**src/rtl/fp_accumulate.sv**
```systemverilog
// Multi-cycle float32 running-sum accumulator (truncating, flush-to-zero, sticky specials).
// Optional feature: define FP_ACC_COUNT_EN to add the acc_count output.
module fp_accumulate #(
    parameter int GUARD_BITS = 3
) (
    input  logic        clk,
    input  logic        reset_n,
    input  logic        clk_en,
    input  logic        start,
    input  logic        clear,
    input  logic [31:0] dataa,
    output logic [31:0] result,
    output logic        done,
    output logic        busy
`ifdef FP_ACC_COUNT_EN
    ,
    output logic [15:0] acc_count
`endif
);

    localparam int         SW     = 24 + GUARD_BITS;
    localparam int         LZW    = $clog2(SW + 1);
    localparam logic [7:0] SW_EXP = 8'(SW);

    typedef enum logic [2:0] {
        S_IDLE,
        S_UNPACK,
        S_ALIGN,
        S_ADD,
        S_NORM,
        S_PACK
    } state_t;

    typedef enum logic [1:0] {
        SP_NONE,
        SP_KEEP,
        SP_NAN
    } special_t;

    function automatic logic f_unpack_sign(input logic [31:0] f);
        return f[31] & (|f[30:23]);
    endfunction

    function automatic logic [SW-1:0] f_unpack_sig(input logic [31:0] f);
        logic [SW-1:0] s;
        if (f[30:23] == 8'h00)
            s = '0;
        else
            s = {1'b1, f[22:0], {GUARD_BITS{1'b0}}};
        return s;
    endfunction

    function automatic logic [LZW-1:0] f_lzc(input logic [SW-1:0] v);
        logic [LZW-1:0] n;
        logic           found;
        n     = '0;
        found = 1'b0;
        for (int i = SW - 1; i >= 0; i--) begin
            if (!found) begin
                if (v[i])
                    found = 1'b1;
                else
                    n = n + LZW'(1);
            end
        end
        return n;
    endfunction

    // Truncated result with flush-to-zero underflow and signed-infinity overflow.
    function automatic logic [31:0] f_pack(input logic sign, input logic signed [9:0] exp,
                                           input logic [22:0] frac, input logic zero);
        logic [31:0] w;
        if (zero || (exp <= 10'sd0))
            w = 32'h0000_0000;
        else if (exp >= 10'sd255)
            w = {sign, 8'hFF, 23'h0};
        else
            w = {sign, exp[7:0], frac};
        return w;
    endfunction

    state_t      r_state;
    logic        r_busy;
    logic        r_done;
    logic [31:0] r_acc;
`ifdef FP_ACC_COUNT_EN
    logic [15:0] r_count;
`endif

    logic [31:0] r_dataa;
    logic        r_clear;
    special_t    r_special_p0;
    logic        r_sign_a_p0, r_sign_b_p0;
    logic [7:0]  r_exp_a_p0, r_exp_b_p0;
    logic [SW-1:0] r_sig_a_p0, r_sig_b_p0;

    logic        r_sign_l_p1, r_sign_s_p1;
    logic [7:0]  r_exp_l_p1;
    logic [SW-1:0] r_sig_l_p1, r_sig_s_p1;

    logic        r_sign_p2;
    logic [7:0]  r_exp_p2;
    logic [SW:0] r_sum_p2;

    logic        r_sign_p3;
    logic signed [9:0] r_exp_p3;
    logic [22:0] r_frac_p3;
    logic        r_zero_p3;

    logic [31:0]   w_opa;
    special_t      w_special;
    logic          w_a_big;
    logic          w_sign_l, w_sign_s;
    logic [7:0]    w_exp_l, w_exp_s, w_diff;
    logic [SW-1:0] w_sig_l, w_sig_s, w_sig_s_al;
    logic [LZW-1:0] w_lzc;
    logic [31:0]   w_pack;

    assign w_opa = r_clear ? 32'h0000_0000 : r_acc;

    // Sticky accumulator special outranks a special addend.
    always_comb begin
        w_special = SP_NONE;
        if (!r_clear && (r_acc[30:23] == 8'hFF))
            w_special = SP_KEEP;
        else if (r_dataa[30:23] == 8'hFF)
            w_special = SP_NAN;
    end

    always_comb begin
        w_a_big = (r_exp_a_p0 > r_exp_b_p0) ||
                  ((r_exp_a_p0 == r_exp_b_p0) && (r_sig_a_p0 >= r_sig_b_p0));
        w_sign_l = r_sign_b_p0;
        w_sign_s = r_sign_a_p0;
        w_exp_l  = r_exp_b_p0;
        w_exp_s  = r_exp_a_p0;
        w_sig_l  = r_sig_b_p0;
        w_sig_s  = r_sig_a_p0;
        if (w_a_big) begin
            w_sign_l = r_sign_a_p0;
            w_sign_s = r_sign_b_p0;
            w_exp_l  = r_exp_a_p0;
            w_exp_s  = r_exp_b_p0;
            w_sig_l  = r_sig_a_p0;
            w_sig_s  = r_sig_b_p0;
        end
        w_diff     = w_exp_l - w_exp_s;
        w_sig_s_al = (w_diff >= SW_EXP) ? '0 : (w_sig_s >> w_diff);
    end

    assign w_lzc = f_lzc(r_sum_p2[SW-1:0]);

    always_comb begin
        case (r_special_p0)
            SP_NAN:  w_pack = 32'h7FC0_0000;
            SP_KEEP: w_pack = r_acc;
            default: w_pack = f_pack(r_sign_p3, r_exp_p3, r_frac_p3, r_zero_p3);
        endcase
    end

    always_ff @(posedge clk) begin
        if (!reset_n) begin
            r_state <= S_IDLE;
            r_busy  <= 1'b0;
            r_done  <= 1'b0;
            r_acc   <= 32'h0000_0000;
`ifdef FP_ACC_COUNT_EN
            r_count <= 16'h0000;
`endif
        end else if (clk_en) begin
            r_done <= 1'b0;
            case (r_state)
                S_IDLE: begin
                    if (start) begin
                        r_state <= S_UNPACK;
                        r_busy  <= 1'b1;
                    end
                end
                S_UNPACK: r_state <= S_ALIGN;
                S_ALIGN:  r_state <= S_ADD;
                S_ADD:    r_state <= S_NORM;
                S_NORM:   r_state <= S_PACK;
                S_PACK: begin
                    r_state <= S_IDLE;
                    r_busy  <= 1'b0;
                    r_done  <= 1'b1;
                    r_acc   <= w_pack;
`ifdef FP_ACC_COUNT_EN
                    if (r_clear)
                        r_count <= 16'h0001;
                    else if (r_count != 16'hFFFF)
                        r_count <= r_count + 16'h0001;
`endif
                end
                default: r_state <= S_IDLE;
            endcase
        end
    end

    always_ff @(posedge clk) begin
        if (clk_en) begin
            case (r_state)
                S_IDLE: begin
                    if (start) begin
                        r_dataa <= dataa;
                        r_clear <= clear;
                    end
                end
                // p0: unpack, flushing exp=0 operands to zero
                S_UNPACK: begin
                    r_special_p0 <= w_special;
                    r_sign_a_p0  <= f_unpack_sign(w_opa);
                    r_exp_a_p0   <= w_opa[30:23];
                    r_sig_a_p0   <= f_unpack_sig(w_opa);
                    r_sign_b_p0  <= f_unpack_sign(r_dataa);
                    r_exp_b_p0   <= r_dataa[30:23];
                    r_sig_b_p0   <= f_unpack_sig(r_dataa);
                end
                // p1: order by magnitude and align the smaller operand
                S_ALIGN: begin
                    r_sign_l_p1 <= w_sign_l;
                    r_sign_s_p1 <= w_sign_s;
                    r_exp_l_p1  <= w_exp_l;
                    r_sig_l_p1  <= w_sig_l;
                    r_sig_s_p1  <= w_sig_s_al;
                end
                // p2: magnitude add or subtract; larger operand sets the sign
                S_ADD: begin
                    r_sign_p2 <= r_sign_l_p1;
                    r_exp_p2  <= r_exp_l_p1;
                    if (r_sign_l_p1 == r_sign_s_p1)
                        r_sum_p2 <= {1'b0, r_sig_l_p1} + {1'b0, r_sig_s_p1};
                    else
                        r_sum_p2 <= {1'b0, r_sig_l_p1} - {1'b0, r_sig_s_p1};
                end
                // p3: normalise, keeping only the fraction bits that survive truncation
                S_NORM: begin
                    r_sign_p3 <= r_sign_p2;
                    r_zero_p3 <= (r_sum_p2 == '0);
                    if (r_sum_p2[SW]) begin
                        r_exp_p3  <= $signed({2'b00, r_exp_p2}) + 10'sd1;
                        r_frac_p3 <= r_sum_p2[SW-1:GUARD_BITS+1];
                    end else begin
                        r_exp_p3  <= $signed({2'b00, r_exp_p2}) -
                                     $signed({{(10-LZW){1'b0}}, w_lzc});
                        r_frac_p3 <= 23'((r_sum_p2[SW-1:0] << w_lzc) >> GUARD_BITS);
                    end
                end
                default: ;
            endcase
        end
    end

    assign result = r_acc;
    assign done   = r_done;
    assign busy   = r_busy;
`ifdef FP_ACC_COUNT_EN
    assign acc_count = r_count;
`endif

endmodule

```
**config.mk**
```make
export PLATFORM = sky130hd
export DESIGN_NAME = fp_accumulate
export DESIGN_NICKNAME = d
export VERILOG_FILES = /design/src/rtl/fp_accumulate.sv
export SDC_FILE = /design/constraint.sdc
export NUM_CORES = 1
export LEC_CHECK = 0
export ABC_AREA = 1
export BUFFER_PORTS_ARGS = -buffer_cell sky130_fd_sc_hd__buf_4
export CAP_MARGIN = 30
export CORE_MARGIN = 3
export CORE_UTILIZATION = 52
export CTS_BUF_LIST = sky130_fd_sc_hd__clkbuf_8
export CTS_CLUSTER_DIAMETER = 150
export DETAILED_ROUTE_END_ITERATION = 8
export HOLD_SLACK_MARGIN = 0.06
export PLACE_DENSITY = 0.79
export SKIP_LAST_GASP = 1
export SYNTH_ARGS = -nofsm -noshare
export SYNTH_HDL_FRONTEND = slang
export SYNTH_SLANG_ARGS = --single-unit
```
**constraint.sdc**
```tcl
create_clock -name clk -period 10.9 [get_ports clk]
set_clock_uncertainty 0.05 [all_clocks]
set_input_delay 1.09 -clock clk [delete_from_list [all_inputs] [get_ports clk]]
set_output_delay 1.09 -clock clk [all_outputs]
set_load 0.01 [all_outputs]
```
==> qor.csv, run 1 <==
stage;metric;value;unit
logic_synthesis;Post-Syn Area per Cell;8.01;um2
worst_setup_path;R2R setup slack;-0.22;ns
sta;count of final setup violators;14;
hold_path;hold path cells;0;
worst_setup_path;Crit. End Element;flop;
logic_synthesis;Post-Syn Instances;2252;
global_routing;Overflow after GRT;0;
pwr;PwrDens;106;nW/um2
cells_and_area;diodes inserted;0;
global_routing;number of global-route vias before repair;15100;
logic_synthesis;FF+latch count, synth;271;
pwr;Pleak;9.34;nW
worst_setup_path;largest fanout on the critical path;3;
detailed_routing;drt drc;0;
logic_synthesis;Synth cell types;61;
clocking;CTS tree;yes;
place;placed insts;2738;
sta;Worst-Margin Slew;0.886;ns
cells_and_area;share of cells above drive strength 1;23.6;%
logic_synthesis;Async SR Flop Fraction;0;%
cells_and_area;fin cells;2901;
cells_and_area;Synth-to-Final Area Change;20.7;%
sta;final hold viol count;0;
logic_synthesis;yosys warns;0;
worst_setup_path;worst r2r src;r_sum_p2[24];
worst_setup_path;Worst Setup Path Type;flop to flop;
cells_and_area;area taken by flip-flops and latches;7770;um2
sta;post-layout minimum cycle time;11.12;ns
worst_setup_path;Crit path required time;11.15;ns
outcome;failing checks;negative setup slack;
sta;Fin Setup TNS;-1.20;ns
place;I/O Buffers;70;
clocking;worst skew pair latency;0.56;ns
clocking;largest buffer count on any clock path;3;
worst_setup_path;r2r endpoint;r_exp_p3[7];
detailed_routing;1st-iter DRT viols;1505;
global_routing;Tot GR Track Use;26.3;%
hold_path;Hold EP;r_exp_p2[4];
detailed_routing;DR vias/cell;5.67;
worst_setup_path;R2R cell count;84;
die;die width;192;um
global_routing;largest net degree at the start of global routing;69;
die;die area;37000;um2
sta;Max Fclk;90.0;MHz
sta;post-route setup slack;-0.217;ns
flow_run;Max Cap Viol;0;
cells_and_area;nets;2548;
clocking;Clock Tree Root;clkbuf_8;
detailed_routing;wire length per cell;17.7;um
pwr;Max VDD drop;150;uV
hold_path;hold path start;r_exp_l_p1[4];
logic_synthesis;register area share after synthesis;43.1;%
place;Detail Placement HPWL;36.3;mm
logic_synthesis;syn_nets;2378;
logic_synthesis;Synth Cell Area;18000;um2
cells_and_area;fillcell total;2795;
sta;Slew HR;40.8;%
die;Placeable Area;33900;um2
worst_setup_path;max incr delay on CP;0.45;ns
sta;Final Max Slew Viols;0;
worst_setup_path;Worst Path Arrival;11.37;ns
clocking;Clock Pin Slew Worst Setup and Hold Paths;0.06;ns
die;Die Ht;192;um
sta;period utilisation layout;102;%
logic_synthesis;EDFF count, synth;234;
hold_path;Hold WC Path Type;flop to flop;
die;row cnt;67;
detailed_routing;Post-Route WL;51.3;mm
clocking;CTS Sinks;271;
clocking;CTS H-tree lvls;2;
worst_setup_path;Worst setup SP type;flop;
global_routing;initial antenna violation count;0;
place;final weighted congestion in routability-driven placement;0.959;
detailed_routing;First-pass DRT Iterations;6;
logic_synthesis;Synth Flop Type;edfxtp_1;
sta;RSZ-0062 raised after global routing;true;
global_routing;first-pass GRT wire length;77.3;mm
worst_setup_path;cell mode on critical path;nand2_2;
detailed_routing;DR vias;16400;
cells_and_area;area of the multi-input gates;9730;um2
die;I/O pins;71;
detailed_routing;Post-DRT Antenna Nets;0;
die;Starting Density;53.3;%
outcome;status;complete, but fails checks;
clocking;cts bufs inserted;42;
worst_setup_path;Crit-path slowest cell;edfxtp_1;
==> logic make-up after synthesis <==
family,Yosys count,share of synthesized area (%)
xor gates and xnor gates,68,3.30
and+or+nand+nor,1073,26.9
buffers and inverters,365,8.29
muxes,10,0.555
adders and majority gates,89,6.26
AOI/OAI and AO/OA,376,11.6
DFF,271,43.1
==> sequential cells by signal, indices dropped and copies added (netlist names), 2 cells and up <==
signal,cells
r_sig_s_p1,27
r_sig_l_p1,24
r_sig_a_p0,24
r_state,3
result,32
r_dataa,32
r_frac_p3,23
r_sig_b_p0,24
r_exp_a_p0,8
r_exp_b_p0,8
r_sum_p2,28
r_special_p0,2
r_exp_p3,10
r_exp_l_p1,8
r_exp_p2,8
==> power by group <==
group	internal, mW	switching, mW
registers	1.15	0.0142
logic	0.0904	0.191
clock network	0.475	0.392
==> timing repair <==
item / in CTS / in global routing
gates cloned: 0 / 7
setup buffers: 45 / 39
endpoints found under the setup margin: 31 / 32
resized for setup: 28 / 247
pin swaps: 42 / 116
hold buffers: 0 / 0
==> worst max path at each step <==
stage / start / to / slack [ns]
2_1_floorplan: r_sum_p2[25] / r_exp_p3[7] / 0.009
3_3_place_gp: r_sum_p2[24] / r_exp_p3[7] / 0.14
3_5_place_dp: r_sum_p2[24] / r_exp_p3[7] / -0.38
4_1_cts: r_sum_p2[24] / r_exp_p3[7] / 0.01
5_1_grt: r_sum_p2[25] / r_exp_p3[7] / -0.89
6_report: r_sum_p2[24] / r_exp_p3[7] / -0.22
==> stage by stage <==
stage          util [%]  hold slack (ns)  setup slack, ns  cell area (um2)  power [mW]
2_1_floorplan         -            0.350          0.00949            18100        1.37
3_3_place_gp       56.4            0.353            0.135            19100        1.45
3_5_place_dp       56.5            0.355           -0.379            19200        1.45
4_1_cts            60.4            0.366           0.0147            20500        2.32
5_1_grt            64.3            0.371           -0.886            21800        2.41
6_report           64.3            0.363           -0.217            21800        2.32
==> synth_stat cells (19+ instances only) <==
| library cell | n | area share (%) |
|---|---|---|
| ha_1 | 87 | 6.0 |
| edfxtp_1 | 234 | 39 |
| inv_1 | 260 | 5.4 |
| nor2_1 | 183 | 3.8 |
| inv_2 | 21 | 0.44 |
| dfxtp_1 | 37 | 4.1 |
| nand3_1 | 144 | 4.0 |
| nand2_2 | 40 | 1.4 |
| o21ai_0 | 184 | 5.1 |
| a21oi_1 | 96 | 2.7 |
| nand4_1 | 19 | 0.66 |
| o211ai_1 | 21 | 0.87 |
| xor2_1 | 51 | 2.5 |
| clkbuf_1 | 43 | 0.89 |
| o21ai_1 | 20 | 0.56 |
| nand2_1 | 572 | 12 |
| nor3_1 | 34 | 0.94 |
==> cell usage in the layout (no fill, tap or decap), types with 10 or more instances in the layout <==
master    instances
nor4_1           11
o211ai_1         21
o21ai_0         156
inv_1           259
nand3_1         113
nand2_4          22
nand2_1         499
ha_1             72
xor2_1           50
a21oi_1          89
nor2_2           16
nand3_2          48
nor2_4           17
mux2i_1          10
ha_4             15
nand2_2          95
nand4_1          19
buf_4           169
o21ai_2          24
xnor2_1          16
inv_2            33
nor2_1          171
o21ai_1          22
buf_6            14
edfxtp_1        234
dfxtp_1          37
clkbuf_8         48
nor3_1           34
==> worst max-delay path, delay by kind of cell, from the launching register on <==
| kind | cells | cell delay, ns |
|---|---|---|
| AND/OR/NAND/NOR | 40 | 3.37 |
| adder cells (fa/ha/maj) | 13 | 3.29 |
| AO/OA/AOI/OAI | 18 | 2.47 |
| XOR/XNOR | 4 | 0.61 |
| buffers and inverters | 9 | 0.58 |
| flip-flops | 1 | 0.45 |
==> final cells by class <==
class	instances	share of cell area (%)
Multi-Input combinational cell	1616	44.7
Timing Repair Buffer	195	7.82
Tap cell	448	2.57
Sequential cell	271	35.7
Clock buffer	48	3.03
Inverter	296	5.30
Clock inverter	27	0.914
==> per-layer routing <==
metal / global-route usage (%) / vias up / part of all wire (%)
met2: 43.8 / 799 / 47
met4: 9.61 / 0 / 4.1
met1: 35.3 / 7593 / 41
met3: 3.52 / 157 / 7.7
met5: 0 / - / 0
li1: - / 7892 / -
Note: power is estimated with default switching activity, not from simulation.
==> run 2, diff against run 1 <==
Settings changed: HOLD_SLACK_MARGIN 0.06 to not set.
Clock period 10.9 ns to 9.5 ns, I/O delays scaled along.
==> qor.csv, run 2 (synthesis results as in run 1) <==
stage;metric;value;unit;change
sta;Worst-Margin Slew;0.881;ns;-0.00537 ns
worst_setup_path;cell mode on critical path;nand2_2;;
die;row cnt;67;;unchanged
cells_and_area;area of the multi-input gates;9860;um2;+1.4%
worst_setup_path;Crit. End Element;flop;;
clocking;CTS tree;yes;;
cells_and_area;share of cells above drive strength 1;26.5;%;+2.9 points
detailed_routing;Post-DRT Antenna Nets;0;;unchanged
worst_setup_path;Worst Path Arrival;11.27;ns;-0.10 ns
sta;post-layout minimum cycle time;11.05;ns;-0.0702 ns
die;die width;192;um;unchanged
hold_path;hold path start;r_exp_l_p1[1];;
clocking;CTS Sinks;271;;unchanged
place;Detail Placement HPWL;37.7;mm;+3.8%
cells_and_area;Synth-to-Final Area Change;24.4;%;
hold_path;Hold WC Path Type;flop to flop;;
worst_setup_path;launch point of the worst path;r_sum_p2[25];;
worst_setup_path;R2R cell count;83;;-1.2%
detailed_routing;Post-Route WL;53.0;mm;+3.3%
clocking;worst skew pair latency;0.55;ns;about the same
place;placed insts;2813;;+2.7%
sta;final hold viol count;0;;unchanged
detailed_routing;First-pass DRT Iterations;7;;+1
outcome;status;complete, but fails checks;;
cells_and_area;nets;2625;;+3.0%
die;Placeable Area;33900;um2;unchanged
detailed_routing;1st-iter DRT viols;1505;;unchanged
worst_setup_path;largest fanout on the critical path;3;;unchanged
die;die area;37000;um2;unchanged
clocking;Clock Tree Root;clkbuf_8;;
place;final weighted congestion in routability-driven placement;0.948;;-1.2%
pwr;PwrDens;116;nW/um2;+9.4%
clocking;cts hold-fix bufs;0;;unchanged
sta;Max Fclk;90.5;MHz;+0.64%
worst_setup_path;Critical Path End;r_exp_p3[7];;
sta;Hold Worst Slack;0.365;ns;+0.00196 ns
outcome;failing checks;negative setup slack;;
die;Starting Density;53.3;%;unchanged
worst_setup_path;r2r endpoint;r_exp_p3[7];;
global_routing;number of global-route vias before repair;15900;;+5.3%
clocking;largest buffer count on any clock path;3;;unchanged
cells_and_area;fin cells;2979;;+2.7%
detailed_routing;DR vias/cell;5.65;;-0.37%
clocking;cts bufs inserted;41;;-2.4%
cells_and_area;fillcell total;2653;;-5.1%
clocking;CTS H-tree lvls;2;;unchanged
worst_setup_path;Worst setup SP type;flop;;
worst_setup_path;Crit-path slowest cell;edfxtp_1;;
detailed_routing;wire length per cell;17.8;um;+0.62%
sta;period utilisation layout;116;%;+14 points
clocking;Clock Pin Slew Worst Setup and Hold Paths;0.08;ns;+0.02 ns
worst_setup_path;Crit path required time;9.72;ns;-1.43 ns
detailed_routing;DR vias;16800;;+2.3%
flow_run;Max Cap Viol;0;;unchanged
worst_setup_path;worst r2r src;r_sum_p2[25];;
worst_setup_path;max incr delay on CP;0.43;ns;-0.02 ns
sta;post-route setup slack;-1.55;ns;-1.33 ns
global_routing;first-pass GRT wire length;81.1;mm;+5.0%
global_routing;Overflow after GRT;0;;unchanged
detailed_routing;drt drc;0;;unchanged
die;I/O pins;71;;unchanged
cells_and_area;diodes inserted;0;;unchanged
cells_and_area;area taken by flip-flops and latches;7770;um2;unchanged
global_routing;initial antenna violation count;0;;unchanged
worst_setup_path;R2R setup slack;-1.55;ns;-1.33 ns
global_routing;largest net degree at the start of global routing;71;;+2.9%
sta;RSZ-0062 raised after global routing;true;;
cells_and_area;most frequent cells in the layout;487 x nand2_1, 263 x inv_1, 242 x buf_4;;
pwr;Max VDD drop;127;uV;-15%
cells_and_area;most common cell after layout, fill and taps aside;nand2_1;;
place;I/O Buffers;70;;unchanged
sta;Slew HR;41.1;%;+0.36 points
worst_setup_path;Worst Setup Path Type;flop to flop;;
sta;Final Max Slew Viols;0;;unchanged
global_routing;Tot GR Track Use;27.7;%;+1.3 points
pwr;Pleak;9.71;nW;+3.9%
die;Die Ht;192;um;unchanged
sta;count of final setup violators;32;;+18
run 2: cell count changes in the layout (fill, tap and decap cells not counted), moves of 5 or more:
cell,previous run,this run
buf_4,169,242
nand2_1,499,487
nand2_4,22,30
nand3_2,48,42
nand3_4,3,8
run 2: where the power goes:
part / total (mW) / internal, mW / leakage, nW / switching [mW]
combinational: 0.332 / 0.107 / 6.78 / 0.225
clock: 0.940 / 0.497 / 0.472 / 0.443
sequential: 1.34 / 1.32 / 2.46 / 0.0163
total: 2.61 / 1.93 / 9.71 / 0.685
run 2: per-layer routing:
metal  part of all wire, %  wire length, um  up-vias  track usage, %
li1                      -                -     8040               -
met1                    40            21200     7844            35.5
met2                    48            25500      762            47.1
met3                   7.3             3860      174            3.81
met4                   4.6             2440        0            11.3
met5                     0                0        -               0
run 2: per-stage QoR:
step	TNS (ns)	util [%]	power [mW]	area (um2)	setup WS, ns
after detailed placement	-41.16	58.6	1.68	19900	-1.67
final	-42.89	66.2	2.61	22400	-1.55
after global placement	-24.01	58.5	1.67	19800	-1.03
after global routing	-60.52	66.2	2.72	22400	-2.12
after CTS	-34.88	63.8	2.62	21600	-1.29
after floorplan	-11.11	-	1.58	18200	-1.06
run 2: cell type report:
type / count / area share [%]
flip-flops and latches: 271 / 34.6
inverters: 296 / 5.13
clock inverters: 26 / 0.630
repair buffers: 272 / 10.2
multi-input cells: 1617 / 44.0
well taps: 448 / 2.50
clock buffers: 49 / 3.01
run 2: worst min path at each step:
| stage | endpoint | slack, ns | cells past startpoint |
|---|---|---|---|
| 2_1_floorplan | r_exp_p2[0] | 0.35 | 0 |
| 3_3_place_gp | r_exp_p2[2] | 0.35 | 0 |
| 3_5_place_dp | r_exp_p2[1] | 0.35 | 0 |
| 4_1_cts | r_exp_p2[1] | 0.37 | 0 |
| 5_1_grt | r_exp_p2[0] | 0.38 | 0 |
| 6_report | r_exp_p2[1] | 0.36 | 0 |
run 2: what timing repair did:
item / in CTS / in global routing
gates cloned: 2 / 3
buffers inserted: 65 / 29
pin swaps: 48 / 111
resized for setup: 117 / 150
endpoints found under the setup margin: 32 / 32
run 2: worst max-delay path, delay by kind of cell (launching register included):
| kind | cells | cell delay (ns) |
|---|---|---|
| buffers and inverters | 8 | 0.42 |
| flip-flops | 1 | 0.43 |
| AO/OA/AOI/OAI | 17 | 2.29 |
| XOR/XNOR | 4 | 0.56 |
| adder cells (fa/ha/maj) | 13 | 3.22 |
| AND/OR/NAND/NOR | 41 | 3.76 |
